[config.mk]
export PLATFORM = sky130hd
export DESIGN_NAME = wb_sel_decoder_flat
export DESIGN_NICKNAME = d
export VERILOG_FILES = /design/src/rtl/wb_sel_decoder_pkg.sv /design/src/rtl/wb_sel_decoder_if.sv /design/src/rtl/wb_sel_decoder_onehot_dec.sv /design/src/rtl/wb_sel_decoder.sv /design/src/flat_wrapper.sv
export SDC_FILE = /design/constraint.sdc
export NUM_CORES = 1
export LEC_CHECK = 0
export BUFFER_PORTS_ARGS = -buffer_cell sky130_fd_sc_hd__clkbuf_2
export CORE_UTILIZATION = 48
export DETAILED_ROUTE_END_ITERATION = 8
export PLACE_DENSITY = 0.9
export SLEW_MARGIN = 10
export SYNTH_ARGS = -nofsm -noshare
export SYNTH_HDL_FRONTEND = slang
export SYNTH_SLANG_ARGS = --single-unit
[constraint.sdc]
create_clock -name clk -period 4.6 [get_ports clk]
set_input_delay 0.46 -clock clk [delete_from_list [all_inputs] [get_ports clk]]
set_output_delay 0.46 -clock clk [all_outputs]
set_load 0.05 [all_outputs]
[src/rtl/wb_sel_decoder_pkg.sv]
// wb_pkg: writeback-select encodings, one-hot source bit positions and the
// FSM state type shared by the writeback-select decoder slice.
package wb_pkg;

    // 3-bit writeback-select codes produced by the upstream encoder
    localparam logic [2:0] WB_SEL_ALU   = 3'b000;
    localparam logic [2:0] WB_SEL_LOAD  = 3'b001;
    localparam logic [2:0] WB_SEL_PC4   = 3'b010;
    localparam logic [2:0] WB_SEL_PCIMM = 3'b011;
    localparam logic [2:0] WB_SEL_IMM   = 3'b100;

    // Bit positions inside the 5-bit one-hot source select
    localparam int SRC_W         = 5;
    localparam int SRC_ALU_BIT   = 0;
    localparam int SRC_LOAD_BIT  = 1;
    localparam int SRC_PC4_BIT   = 2;
    localparam int SRC_PCIMM_BIT = 3;
    localparam int SRC_IMM_BIT   = 4;

    // One-hot value an illegal code falls back to when trapping is disabled
    localparam logic [SRC_W-1:0] SRC_ALU_OH = 5'b00001;

    typedef enum logic [0:0] {
        ST_IDLE      = 1'b0,
        ST_WAIT_LOAD = 1'b1
    } wb_state_e;

endpackage

[src/rtl/wb_sel_decoder_if.sv]
// Writeback-stage bus: upstream request/handshake, candidate sources,
// data-memory load return and register-file write port.
// Optional: WB_ILLEGAL_TRAP_EN adds the illegal_sel pulse.
interface wb_sel_decoder_if #(
    parameter int XLEN = 32
);
    logic            in_valid;
    logic            in_ready;
    logic [2:0]      wb_sel;
    logic            reg_write;
    logic [4:0]      rd;
    logic [XLEN-1:0] alu_result;
    logic [XLEN-1:0] pc_plus4;
    logic [XLEN-1:0] pc_plus_imm;
    logic [XLEN-1:0] imm;
    logic            load_valid;
    logic [XLEN-1:0] load_data;
    logic            rf_we;
    logic [4:0]      rf_waddr;
    logic [XLEN-1:0] rf_wdata;
    logic [4:0]      src_onehot;
    logic            load_timeout;
`ifdef WB_ILLEGAL_TRAP_EN
    logic            illegal_sel;
`endif

    modport master (
        output in_valid, wb_sel, reg_write, rd,
        output alu_result, pc_plus4, pc_plus_imm, imm,
        output load_valid, load_data,
        input  in_ready, rf_we, rf_waddr, rf_wdata, src_onehot,
        input  load_timeout
`ifdef WB_ILLEGAL_TRAP_EN
        , input illegal_sel
`endif
    );

    modport slave (
        input  in_valid, wb_sel, reg_write, rd,
        input  alu_result, pc_plus4, pc_plus_imm, imm,
        input  load_valid, load_data,
        output in_ready, rf_we, rf_waddr, rf_wdata, src_onehot,
        output load_timeout
`ifdef WB_ILLEGAL_TRAP_EN
        , output illegal_sel
`endif
    );

endinterface

[src/rtl/wb_sel_decoder_onehot_dec.sv]
// wb_sel_onehot_dec: combinational 3-to-5 writeback-select decoder.
// Illegal codes (101-111) yield an all-zero one-hot and raise illegal.
module wb_sel_onehot_dec
    import wb_pkg::*;
(
    input  logic [2:0]       sel,
    output logic [SRC_W-1:0] onehot,
    output logic             illegal
);

    // Map each legal code to its source bit; everything else is flagged
    always_comb begin
        onehot  = 5'b00000;
        illegal = 1'b0;
        case (sel)
            WB_SEL_ALU:   onehot[SRC_ALU_BIT]   = 1'b1;
            WB_SEL_LOAD:  onehot[SRC_LOAD_BIT]  = 1'b1;
            WB_SEL_PC4:   onehot[SRC_PC4_BIT]   = 1'b1;
            WB_SEL_PCIMM: onehot[SRC_PCIMM_BIT] = 1'b1;
            WB_SEL_IMM:   onehot[SRC_IMM_BIT]   = 1'b1;
            default:      illegal               = 1'b1;
        endcase
    end

endmodule

[src/rtl/wb_sel_decoder.sv]
// wb_sel_decoder: registered writeback stage. Decodes wb_sel, muxes the
// selected source onto the register-file write port and waits (bounded by
// LOAD_TIMEOUT cycles) for late load data, stalling upstream meanwhile.
// Optional: define WB_ILLEGAL_TRAP_EN to trap codes 101-111 via illegal_sel
// instead of treating them as ALU writebacks.
module wb_sel_decoder
    import wb_pkg::*;
#(
    parameter int XLEN         = 32,
    parameter int LOAD_TIMEOUT = 15
) (
    input  logic            clk,
    input  logic            rst,
    wb_sel_decoder_if.slave bus
);

    localparam int               CNT_W    = $clog2(LOAD_TIMEOUT + 1);
    localparam logic [CNT_W-1:0] CNT_LAST = CNT_W'(LOAD_TIMEOUT - 1);

    wb_state_e        state_r, state_s;
    logic [CNT_W-1:0] cnt_r, cnt_s;
    logic [4:0]       pend_rd_r, pend_rd_s;
    logic             pend_we_r, pend_we_s;
    logic             rf_we_r, rf_we_s;
    logic [4:0]       rf_waddr_r, rf_waddr_s;
    logic [XLEN-1:0]  rf_wdata_r, rf_wdata_s;
    logic [SRC_W-1:0] src_oh_r, src_oh_s;
    logic             tmo_r, tmo_s;

    logic [SRC_W-1:0] dec_oh_s;
    logic             dec_ill_s;
    logic [SRC_W-1:0] oh_eff_s;
    logic             trap_s;
    logic             accept_s;
    logic [XLEN-1:0]  sel_data_s;

    wb_sel_onehot_dec u_dec (
        .sel     (bus.wb_sel),
        .onehot  (dec_oh_s),
        .illegal (dec_ill_s)
    );

`ifdef WB_ILLEGAL_TRAP_EN
    logic ill_r;

    assign trap_s   = dec_ill_s;
    assign oh_eff_s = dec_oh_s;

    // Illegal-select pulse, one cycle after the offending accept
    always_ff @(posedge clk) begin
        if (rst) begin
            ill_r <= 1'b0;
        end else begin
            ill_r <= accept_s & trap_s;
        end
    end

    assign bus.illegal_sel = ill_r;
`else
    // Illegal codes fall back to ALU, matching the encoder's default arm
    assign trap_s   = 1'b0;
    assign oh_eff_s = dec_ill_s ? SRC_ALU_OH : dec_oh_s;
`endif

    // Upstream may only hand over a request while no load is outstanding
    assign bus.in_ready = (state_r == ST_IDLE);
    assign accept_s     = bus.in_valid & bus.in_ready;

    // AND-OR mux: at most one one-hot bit is set
    assign sel_data_s = ({XLEN{oh_eff_s[SRC_ALU_BIT]}}   & bus.alu_result)
                      | ({XLEN{oh_eff_s[SRC_LOAD_BIT]}}  & bus.load_data)
                      | ({XLEN{oh_eff_s[SRC_PC4_BIT]}}   & bus.pc_plus4)
                      | ({XLEN{oh_eff_s[SRC_PCIMM_BIT]}} & bus.pc_plus_imm)
                      | ({XLEN{oh_eff_s[SRC_IMM_BIT]}}   & bus.imm);

    // Next-state, load-wait counter and next-output computation
    always_comb begin
        state_s    = state_r;
        cnt_s      = cnt_r;
        pend_rd_s  = pend_rd_r;
        pend_we_s  = pend_we_r;
        rf_we_s    = 1'b0;
        rf_waddr_s = rf_waddr_r;
        rf_wdata_s = rf_wdata_r;
        src_oh_s   = src_oh_r;
        tmo_s      = 1'b0;
        case (state_r)
            ST_IDLE: begin
                if (accept_s) begin
                    src_oh_s = oh_eff_s;
                    if (oh_eff_s[SRC_LOAD_BIT] && !bus.load_valid) begin
                        // Load data not back yet: remember target and wait
                        pend_rd_s = bus.rd;
                        pend_we_s = bus.reg_write;
                        cnt_s     = '0;
                        state_s   = ST_WAIT_LOAD;
                    end else begin
                        rf_waddr_s = bus.rd;
                        rf_wdata_s = sel_data_s;
                        rf_we_s    = bus.reg_write & (bus.rd != 5'd0) & ~trap_s;
                    end
                end else begin
                    state_s = ST_IDLE;
                end
            end
            ST_WAIT_LOAD: begin
                if (bus.load_valid) begin
                    // Data arriving on the last allowed cycle still wins
                    rf_waddr_s = pend_rd_r;
                    rf_wdata_s = bus.load_data;
                    rf_we_s    = pend_we_r & (pend_rd_r != 5'd0);
                    state_s    = ST_IDLE;
                end else if (cnt_r == CNT_LAST) begin
                    tmo_s   = 1'b1;
                    state_s = ST_IDLE;
                end else begin
                    cnt_s = cnt_r + CNT_W'(1);
                end
            end
            default: begin
                state_s = ST_IDLE;
                cnt_s   = '0;
            end
        endcase
    end

    // State and output registers; reset also abandons any pending load
    always_ff @(posedge clk) begin
        if (rst) begin
            state_r    <= ST_IDLE;
            cnt_r      <= '0;
            pend_rd_r  <= 5'd0;
            pend_we_r  <= 1'b0;
            rf_we_r    <= 1'b0;
            rf_waddr_r <= 5'd0;
            rf_wdata_r <= '0;
            src_oh_r   <= 5'b00000;
            tmo_r      <= 1'b0;
        end else begin
            state_r    <= state_s;
            cnt_r      <= cnt_s;
            pend_rd_r  <= pend_rd_s;
            pend_we_r  <= pend_we_s;
            rf_we_r    <= rf_we_s;
            rf_waddr_r <= rf_waddr_s;
            rf_wdata_r <= rf_wdata_s;
            src_oh_r   <= src_oh_s;
            tmo_r      <= tmo_s;
        end
    end

    assign bus.rf_we        = rf_we_r;
    assign bus.rf_waddr     = rf_waddr_r;
    assign bus.rf_wdata     = rf_wdata_r;
    assign bus.src_onehot   = src_oh_r;
    assign bus.load_timeout = tmo_r;

endmodule

[src/flat_wrapper.sv]
// flat-port wrapper written by rule: the top's interface ports become plain ports
module wb_sel_decoder_flat import wb_pkg::*;
#(
    parameter int XLEN         = 32,
    parameter int LOAD_TIMEOUT = 15
)
  (clk, rst, bus_in_valid, bus_wb_sel, bus_reg_write, bus_rd, bus_alu_result, bus_pc_plus4, bus_pc_plus_imm, bus_imm, bus_load_valid, bus_load_data, bus_in_ready, bus_rf_we, bus_rf_waddr, bus_rf_wdata, bus_src_onehot, bus_load_timeout);
  wb_sel_decoder_if #(.XLEN(XLEN)) bus_i ();
  input  logic clk;
  input  logic rst;
  input wire logic [$bits(bus_i.in_valid)-1:0] bus_in_valid;
  input wire logic [$bits(bus_i.wb_sel)-1:0] bus_wb_sel;
  input wire logic [$bits(bus_i.reg_write)-1:0] bus_reg_write;
  input wire logic [$bits(bus_i.rd)-1:0] bus_rd;
  input wire logic [$bits(bus_i.alu_result)-1:0] bus_alu_result;
  input wire logic [$bits(bus_i.pc_plus4)-1:0] bus_pc_plus4;
  input wire logic [$bits(bus_i.pc_plus_imm)-1:0] bus_pc_plus_imm;
  input wire logic [$bits(bus_i.imm)-1:0] bus_imm;
  input wire logic [$bits(bus_i.load_valid)-1:0] bus_load_valid;
  input wire logic [$bits(bus_i.load_data)-1:0] bus_load_data;
  output wire logic [$bits(bus_i.in_ready)-1:0] bus_in_ready;
  output wire logic [$bits(bus_i.rf_we)-1:0] bus_rf_we;
  output wire logic [$bits(bus_i.rf_waddr)-1:0] bus_rf_waddr;
  output wire logic [$bits(bus_i.rf_wdata)-1:0] bus_rf_wdata;
  output wire logic [$bits(bus_i.src_onehot)-1:0] bus_src_onehot;
  output wire logic [$bits(bus_i.load_timeout)-1:0] bus_load_timeout;
  assign bus_i.in_valid = bus_in_valid;
  assign bus_i.wb_sel = bus_wb_sel;
  assign bus_i.reg_write = bus_reg_write;
  assign bus_i.rd = bus_rd;
  assign bus_i.alu_result = bus_alu_result;
  assign bus_i.pc_plus4 = bus_pc_plus4;
  assign bus_i.pc_plus_imm = bus_pc_plus_imm;
  assign bus_i.imm = bus_imm;
  assign bus_i.load_valid = bus_load_valid;
  assign bus_i.load_data = bus_load_data;
  assign bus_in_ready = bus_i.in_ready;
  assign bus_rf_we = bus_i.rf_we;
  assign bus_rf_waddr = bus_i.rf_waddr;
  assign bus_rf_wdata = bus_i.rf_wdata;
  assign bus_src_onehot = bus_i.src_onehot;
  assign bus_load_timeout = bus_i.load_timeout;
  wb_sel_decoder #(.XLEN(XLEN), .LOAD_TIMEOUT(LOAD_TIMEOUT)) u_core (.clk(clk), .rst(rst), .bus(bus_i));
endmodule
==> reports/qor.csv, run 1 <==
stage,metric,value,unit
cts,cts_buffers,5,
grt,grt_overflow,0,
setup_path,cpPeakStageDelay,0.93,ns
min_path,holdCritStartpoint,bus_reg_write,
cts,cts_max_path_buffers,2,
finish,stdcell_count,675,
routing,drc,0,
setup_path,cp_top_family,compound AO/OA/AOI/OAI gates,
routing,viasPerCell,5.91,
setup_path,cp_cell_sequence,"nand2_1, a21oi_4, buf_4, o21ai_0, a311oi_1",
placed_design,dp_hpwl,8500,um
pwr,clkPwrFrac,0.231,
routing,routedWlPerCell,16.9,um
routing,via_count,3987,
cts,clkLatencyLatePin,0.31,ns
yosys,synth_cell_types,39,
yosys,synthArstFlopShare,0,
timing,tns,0,ns
cts,cts-root-buf,clkbuf_8,
setup_path,cp-startpoint,u_core.state_r,
cts,cts.clk_slew.worst_paths,0.11,ns
setup_path,reg2reg_from,u_core.state_r,
placed_design,placedCellCount,667,
yosys,syn_area,3670,um2
floorplan,fp.dieW,89.5,um
cts,post_cts_buffers,0,
timing,period_minus_slack,2.88,ns
floorplan,start_util,0.501,
yosys,avgSynthCellArea,9.52,um2
yosys,synth_common_cells,"55 x dfxtp_1, 49 x nor2_1, 32 x nand2_1",
yosys,yosysSeqAreaShare,0.300,
setup_path,crit_buf_inv,1,
setup_path,crit_arrival,3.09,ns
pwr,p_sw_frac,0.361,
finish,n_antenna_cell,0,
finish,drive_gt1_frac,0.507,
yosys,ys_top_cells_by_area,"dfxtp_1 30%, mux4_2 15%, mux2_2 8.9%",
setup_path,end_kind,flop,
timing,fmax,347,MHz
floorplan,die_y,89.5,um
grt,antenna_found_initial,0,
timing,slew_headroom,0.232,
yosys,synth_edf_count,0,
timing,hold_slack,0.402,ns
timing,skew,0.00515,ns
grt,grt_pass1_wl,17200,um
timing,setup_violations,0,
run,max_cap_viol_count,0,
floorplan,fp-row-count,31,
pwr,seq_power_share,0.424,
timing,worst_pin_slew,1.15,ns
cts,tritoncts,yes,
yosys,yosysWarningCount,0,
pwr,power_frac_comb,0.345,
yosys,synthCells,386,
pwr,power.leakage,2.25,nW
timing,fin_crit_sh,0.626,
cts,cts_hold_buf,0,
grt,first_global_vias,3721,
pwr,netSwitchingPower,0.448,mW
grt,grt_max_degree,57,
floorplan,core_area,7330,um2
setup_path,worstSetupStartpointType,flop,
yosys,synth.most_common_cell,dfxtp_1,
min_path,hold_path.class,input pin to flop,
yosys,synth_nets,561,
pwr,cellInternalPower,0.795,mW
status,status,completed,
placed_design,gp_congestion,0.844,
yosys,ys_ff_latch,55,
cts,cts.repair.resized,0,
cts,htree_num_levels,2,
setup_path,worstSetupPathType,flop to flop,
pwr,power_density,257,nW/um2
setup_path,required,4.81,ns
routing,first_pass_iters,6,
finish,areaGrowthSynthToFinish,31.7,%
placed_design,place.port_buffers,217,
floorplan,fp.dieArea,8010,um2
floorplan,io_pins,218,
finish,nNetsFinal,750,
finish,fillers,650,
routing,finalWirelength,11400,um
routing,antenna_left,0,
timing,rsz0062_at_grt,no,
grt,grt_usage,0.278,
setup_path,slowest_stage,dfxtp_2,
timing,finalHoldViolCount,0,
pwr,vdd_drop_max,0.159,mV
cts,numClockSinks,55,
yosys,synth_top_area_share,0.300,
yosys,yosysTopAreaCell,dfxtp_1,
yosys,yosys_most_used_dff,dfxtp_1,
timing,slew_viol_final,0,
setup_path,cp_max_fo,43,
routing,drt_iter0_markers,181,
==> metal layers <==
layer / vias to the layer above / global-route usage / routed length, um
met5: - / 0 / 0
met4: 0 / 0.0952 / 185
met3: 16 / 0.0517 / 903
met2: 228 / 0.483 / 5710
met1: 1876 / 0.346 / 4630
li1: 1867 / - / -
==> state kept, by name, summed over array words and instances, names as in the netlist <==
name                     count
u_core.bus.load_timeout      1
u_core.bus.rf_waddr          5
u_core.bus.rf_wdata         32
u_core.bus.rf_we             1
u_core.bus.src_onehot        5
u_core.cnt_r                 4
u_core.pend_rd_r             5
u_core.pend_we_r             1
u_core.state_r               1
==> worst reg2reg max path, cell delays in order (launching register included) <==
cell      delay, ns
dfxtp_2        0.93
nand2_1        0.23
a21oi_4        0.69
buf_4          0.52
o21ai_0        0.17
a311oi_1       0.25
==> power by group through the flow <==
stage | Sequential (mW) | Clock, mW | Combinational, mW
after floorplan | 0.638 | 0 | 0.185
after global placement | 0.536 | 0 | 0.418
after detailed placement | 0.537 | 0 | 0.428
after CTS | 0.526 | 0.297 | 0.430
after global routing | 0.530 | 0.316 | 0.462
final | 0.527 | 0.287 | 0.429
==> cells in the final DEF (no fill, tap or decap), types with 2 or more instances in the layout <==
master,n
a211oi_1,12
a21oi_1,8
a222oi_1,5
a22oi_1,27
a311oi_1,27
buf_4,5
clkbuf_2,217
clkbuf_8,5
dfxtp_1,54
ha_1,2
inv_1,5
inv_6,3
mux2_2,29
mux2i_1,20
mux4_2,25
nand2_1,32
nand3_1,12
nor2_1,48
nor2b_1,2
nor3_1,3
nor4b_1,2
o21ai_0,9
or2_2,3
or4_1,2
xor2_1,3
==> kinds of logic (layout without fill, tap and decap cells) <==
| group | count (synthesis) | count (layout) | synth area share |
|---|---|---|---|
| DFF | 55 | 55 | 0.300 |
| AOI/OAI and AO/OA | 93 | 93 | 0.191 |
| xor gates and xnor gates | 3 | 3 | 0.00715 |
| buffers and inverters | 45 | 235 | 0.0586 |
| and+or+nand+nor | 113 | 113 | 0.136 |
| muxes | 75 | 75 | 0.301 |
| adders and majority gates | 2 | 2 | 0.00681 |
==> layout make-up <==
type                            count  area, um2  share of cell area
Clock inverter                      3       26.3             0.00543
Timing Repair Buffer              222       1120               0.232
Tap cell                           99        124              0.0256
Multi-Input combinational cell    286       2370               0.491
Sequential cell                    55       1100               0.228
Clock buffer                        5       68.8              0.0142
Inverter                            5       18.8             0.00388
==> metrics by stage <==
step / area (um2) / util / worst slack (ns) / power, mW
2_1_floorplan: 3670 / - / 2.74 / 0.823
3_3_place_gp: 4740 / 0.647 / 1.75 / 0.954
3_5_place_dp: 4740 / 0.647 / 1.69 / 0.965
4_1_cts: 4840 / 0.660 / 1.81 / 1.25
5_1_grt: 4840 / 0.660 / 1.42 / 1.31
6_report: 4840 / 0.660 / 1.72 / 1.24
==> path summary, 6_finish.rpt <==
path | end | slack [ns] | depth (start not counted)
worst max-delay path | u_core.bus.rf_wdata[10] | 1.72 | 5
worst min-delay path | u_core.bus.rf_we | 0.40 | 3
worst max register to register | u_core.bus.rf_wdata[10] | 1.72 | 5
worst min register to register | u_core.bus.src_onehot[1] | 0.48 | 2
(Power assumes the default switching activity.)
==> run 2: changes to the inputs <==
--- a/config.mk
+++ b/config.mk
@@ -6,9 +6,9 @@
 export NUM_CORES = 1
 export LEC_CHECK = 0
 export BUFFER_PORTS_ARGS = -buffer_cell sky130_fd_sc_hd__clkbuf_2
-export CORE_UTILIZATION = 48
+export CORE_UTILIZATION = 44
 export DETAILED_ROUTE_END_ITERATION = 8
-export PLACE_DENSITY = 0.9
+export PLACE_DENSITY = 0.84
 export SLEW_MARGIN = 10
 export SYNTH_ARGS = -nofsm -noshare
 export SYNTH_HDL_FRONTEND = slang
==> constraint.sdc (replaced) <==
create_clock -name clk -period 2.97 [get_ports clk]
set_input_delay 0.297 -clock clk [delete_from_list [all_inputs] [get_ports clk]]
set_output_delay 0.297 -clock clk [all_outputs]
set_load 0.05 [all_outputs]
==> run 2 against run 1 <==
Net effect:
- clock power increased by 50%
- critical path depth stayed put
- global-route usage hardly changed
- final cell count grew 1.3%
==> reports/qor.csv, run 2 (synthesis results as in run 1) <==
stage,metric,value,unit,change
finish,final_cell_mix,"217 x clkbuf_2, 55 x dfxtp_1, 48 x nor2_1",,
setup_path,slowest_stage,a21oi_4,,
setup_path,worstSetupPathType,flop to flop,,
placed_design,dp_slack,0.510,ns,-1.18 ns
pwr,clkPwrFrac,0.224,,-0.007
floorplan,core_area,7890,um2,+7.6%
cts,cts.repair.resized,0,,unchanged
setup_path,cp_top_family,compound AO/OA/AOI/OAI gates,,
floorplan,die_y,93.4,um,+4.3%
timing,skew,0.00578,ns,+0.000633 ns
min_path,hold-path-endpoint,u_core.bus.rf_we,,
grt,grt_max_degree,57,,unchanged
timing,finalHoldViolCount,0,,unchanged
timing,fmax,429,MHz,+24%
pwr,power_density,394,nW/um2,+53%
pwr,seq_power_share,0.423,,about the same
timing,rsz0062_at_grt,no,,
cts,cts.clk_slew.worst_paths,0.10,ns,about the same
cts,post_cts_buffers,0,,unchanged
grt,grt-busiest-layer,met2,,
finish,layout_commonest_cell,clkbuf_2,,
run,max_cap_viol_count,0,,unchanged
status,status,completed,,
setup_path,r2r_cells,5,,unchanged
finish,nNetsFinal,756,,+0.80%
pwr,vdd_drop_max,0.222,mV,+40%
floorplan,fp.dieArea,8720,um2,+8.9%
floorplan,fp-row-count,32,,+3.2%
setup_path,required,3.16,ns,-1.65 ns
finish,largest_reg_flops,32,,unchanged
setup_path,reg2reg_slack,0.64,ns,-1.08 ns
setup_path,crit_arrival,2.52,ns,-0.57 ns
setup_path,cp_max_fo,46,,+7.0%
routing,viasPerCell,5.87,,-0.55%
grt,use_met2,0.467,,-0.0161
finish,stdcell_count,684,,+1.3%
pwr,cellInternalPower,1.25,mW,+57%
cts,cts-root-buf,clkbuf_8,,
grt,grt_util_met1,0.359,,+0.0130
setup_path,cpPeakStageDelay,0.61,ns,-0.32 ns
cts,htree_num_levels,2,,unchanged
pwr,netSwitchingPower,0.676,mW,+51%
routing,via_count,4018,,+0.78%
setup_path,crit_buf_inv,1,,unchanged
min_path,holdCritStartpoint,bus_reg_write,,
timing,slew_viol_final,0,,unchanged
pwr,power_frac_comb,0.353,,+0.008
min_path,hold_depth,3,,unchanged
cts,cts_max_path_buffers,2,,unchanged
setup_path,end_kind,flop,,
placed_design,place.port_buffers,217,,unchanged
cts,numClockSinks,55,,unchanged
grt,grt_overflow,0,,unchanged
finish,n_antenna_cell,0,,unchanged
grt,grt_pass1_wl,19000,um,+11%
routing,finalWirelength,12400,um,+8.7%
setup_path,worstSetupStartpointType,flop,,
timing,worst_pin_slew,1.12,ns,-0.0332 ns
finish,fillers,693,,+6.6%
floorplan,fp.dieW,93.4,um,+4.3%
routing,first_pass_iters,5,,-1
placed_design,placedCellCount,676,,+1.3%
min_path,hold_path.class,input pin to flop,,
pwr,power,1.93,mW,+55%
grt,first_global_vias,3796,,+2.0%
pwr,power.leakage,2.28,nW,+1.2%
setup_path,cp_cell_sequence,"nand2b_1, a21oi_4, buf_4, nor2_1, a311oi_1",,
cts,clkLatencyLatePin,0.30,ns,about the same
timing,tns,0,ns,unchanged
grt,antenna_found_initial,0,,unchanged
routing,drt_iter0_markers,213,,+18%
grt,grt_usage,0.278,,about the same
finish,drive_gt1_frac,0.507,,about the same
routing,drc,0,,unchanged
floorplan,io_pins,218,,unchanged
cts,cts_hold_buf,0,,unchanged
timing,setup_violations,0,,unchanged
placed_design,gp_congestion,0.853,,+1.0%
setup_path,reg2reg_from,u_core.state_r,,
finish,fin_util,0.619,,-0.0406
placed_design,dp_hpwl,9600,um,+13%
floorplan,start_util,0.466,,-0.0354
timing,fin_crit_sh,0.785,,+0.159
setup_path,reg2reg_to,u_core.bus.rf_wdata[21],,
timing,slew_headroom,0.254,,+0.0222
cts,tritoncts,yes,,
cts,cts_buffers,5,,unchanged
timing,fin_ws,0.639,ns,-1.08 ns
timing,period_minus_slack,2.33,ns,-0.550 ns
finish,areaGrowthSynthToFinish,33.0,%,
routing,antenna_left,0,,unchanged
routing,routedWlPerCell,18.2,um,+7.3%
pwr,p_sw_frac,0.351,,-0.00958
setup_path,cp-startpoint,u_core.state_r,,
grt,met3_usage,0.0472,,-0.00455
-- run 2: layout make-up --
cell class	count	area, um2	area share
multi-input combinational	286	2370	0.486
sequential	55	1100	0.225
timing repair buffer	228	1170	0.239
inverter	5	18.8	0.00384
clock inverter	1	8.76	0.00179
tap	102	128	0.0261
clock buffer	7	86.3	0.0177
-- run 2: worst reg2reg max path, delay by kind of cell (launching register included) --
kind	cells	cell delay, ns
compound gates	2	0.92
buf+inv	1	0.52
simple gates	2	0.43
flops	1	0.34
-- run 2: layer usage --
layer	wire, um	share of wire
met1	5030	0.41
met2	6080	0.49
met3	1010	0.081
met4	301	0.024
met5	0	0
-- run 2: worst max path at each step --
stage                         endpoint  slack [ns]  cells after the start
2_1_floorplan  u_core.bus.rf_wdata[29]        1.28                      7
3_3_place_gp   u_core.bus.rf_wdata[13]        0.64                      7
3_5_place_dp   u_core.bus.rf_wdata[21]        0.51                      7
4_1_cts        u_core.bus.rf_wdata[21]        0.66                      5
5_1_grt        u_core.bus.rf_wdata[21]        0.47                      5
6_report       u_core.bus.rf_wdata[21]        0.64                      5
-- run 2: stage by stage --
stage | area [um2] | hold slack, ns
2_1_floorplan | 3670 | 0.376
3_3_place_gp | 4790 | 0.447
3_5_place_dp | 4790 | 0.459
4_1_cts | 4880 | 0.252
5_1_grt | 4880 | 0.265
6_report | 4880 | 0.259
-- run 2: power by group through the flow --
| stage | Clock, mW | Sequential [mW] | Combinational [mW] |
|---|---|---|---|
| 5_1_grt | 0.474 | 0.820 | 0.725 |
| 3_5_place_dp | 0 | 0.831 | 0.675 |
| 2_1_floorplan | 0 | 0.988 | 0.286 |
| 3_3_place_gp | 0 | 0.830 | 0.664 |
| 4_1_cts | 0.444 | 0.814 | 0.679 |
| 6_report | 0.430 | 0.815 | 0.680 |
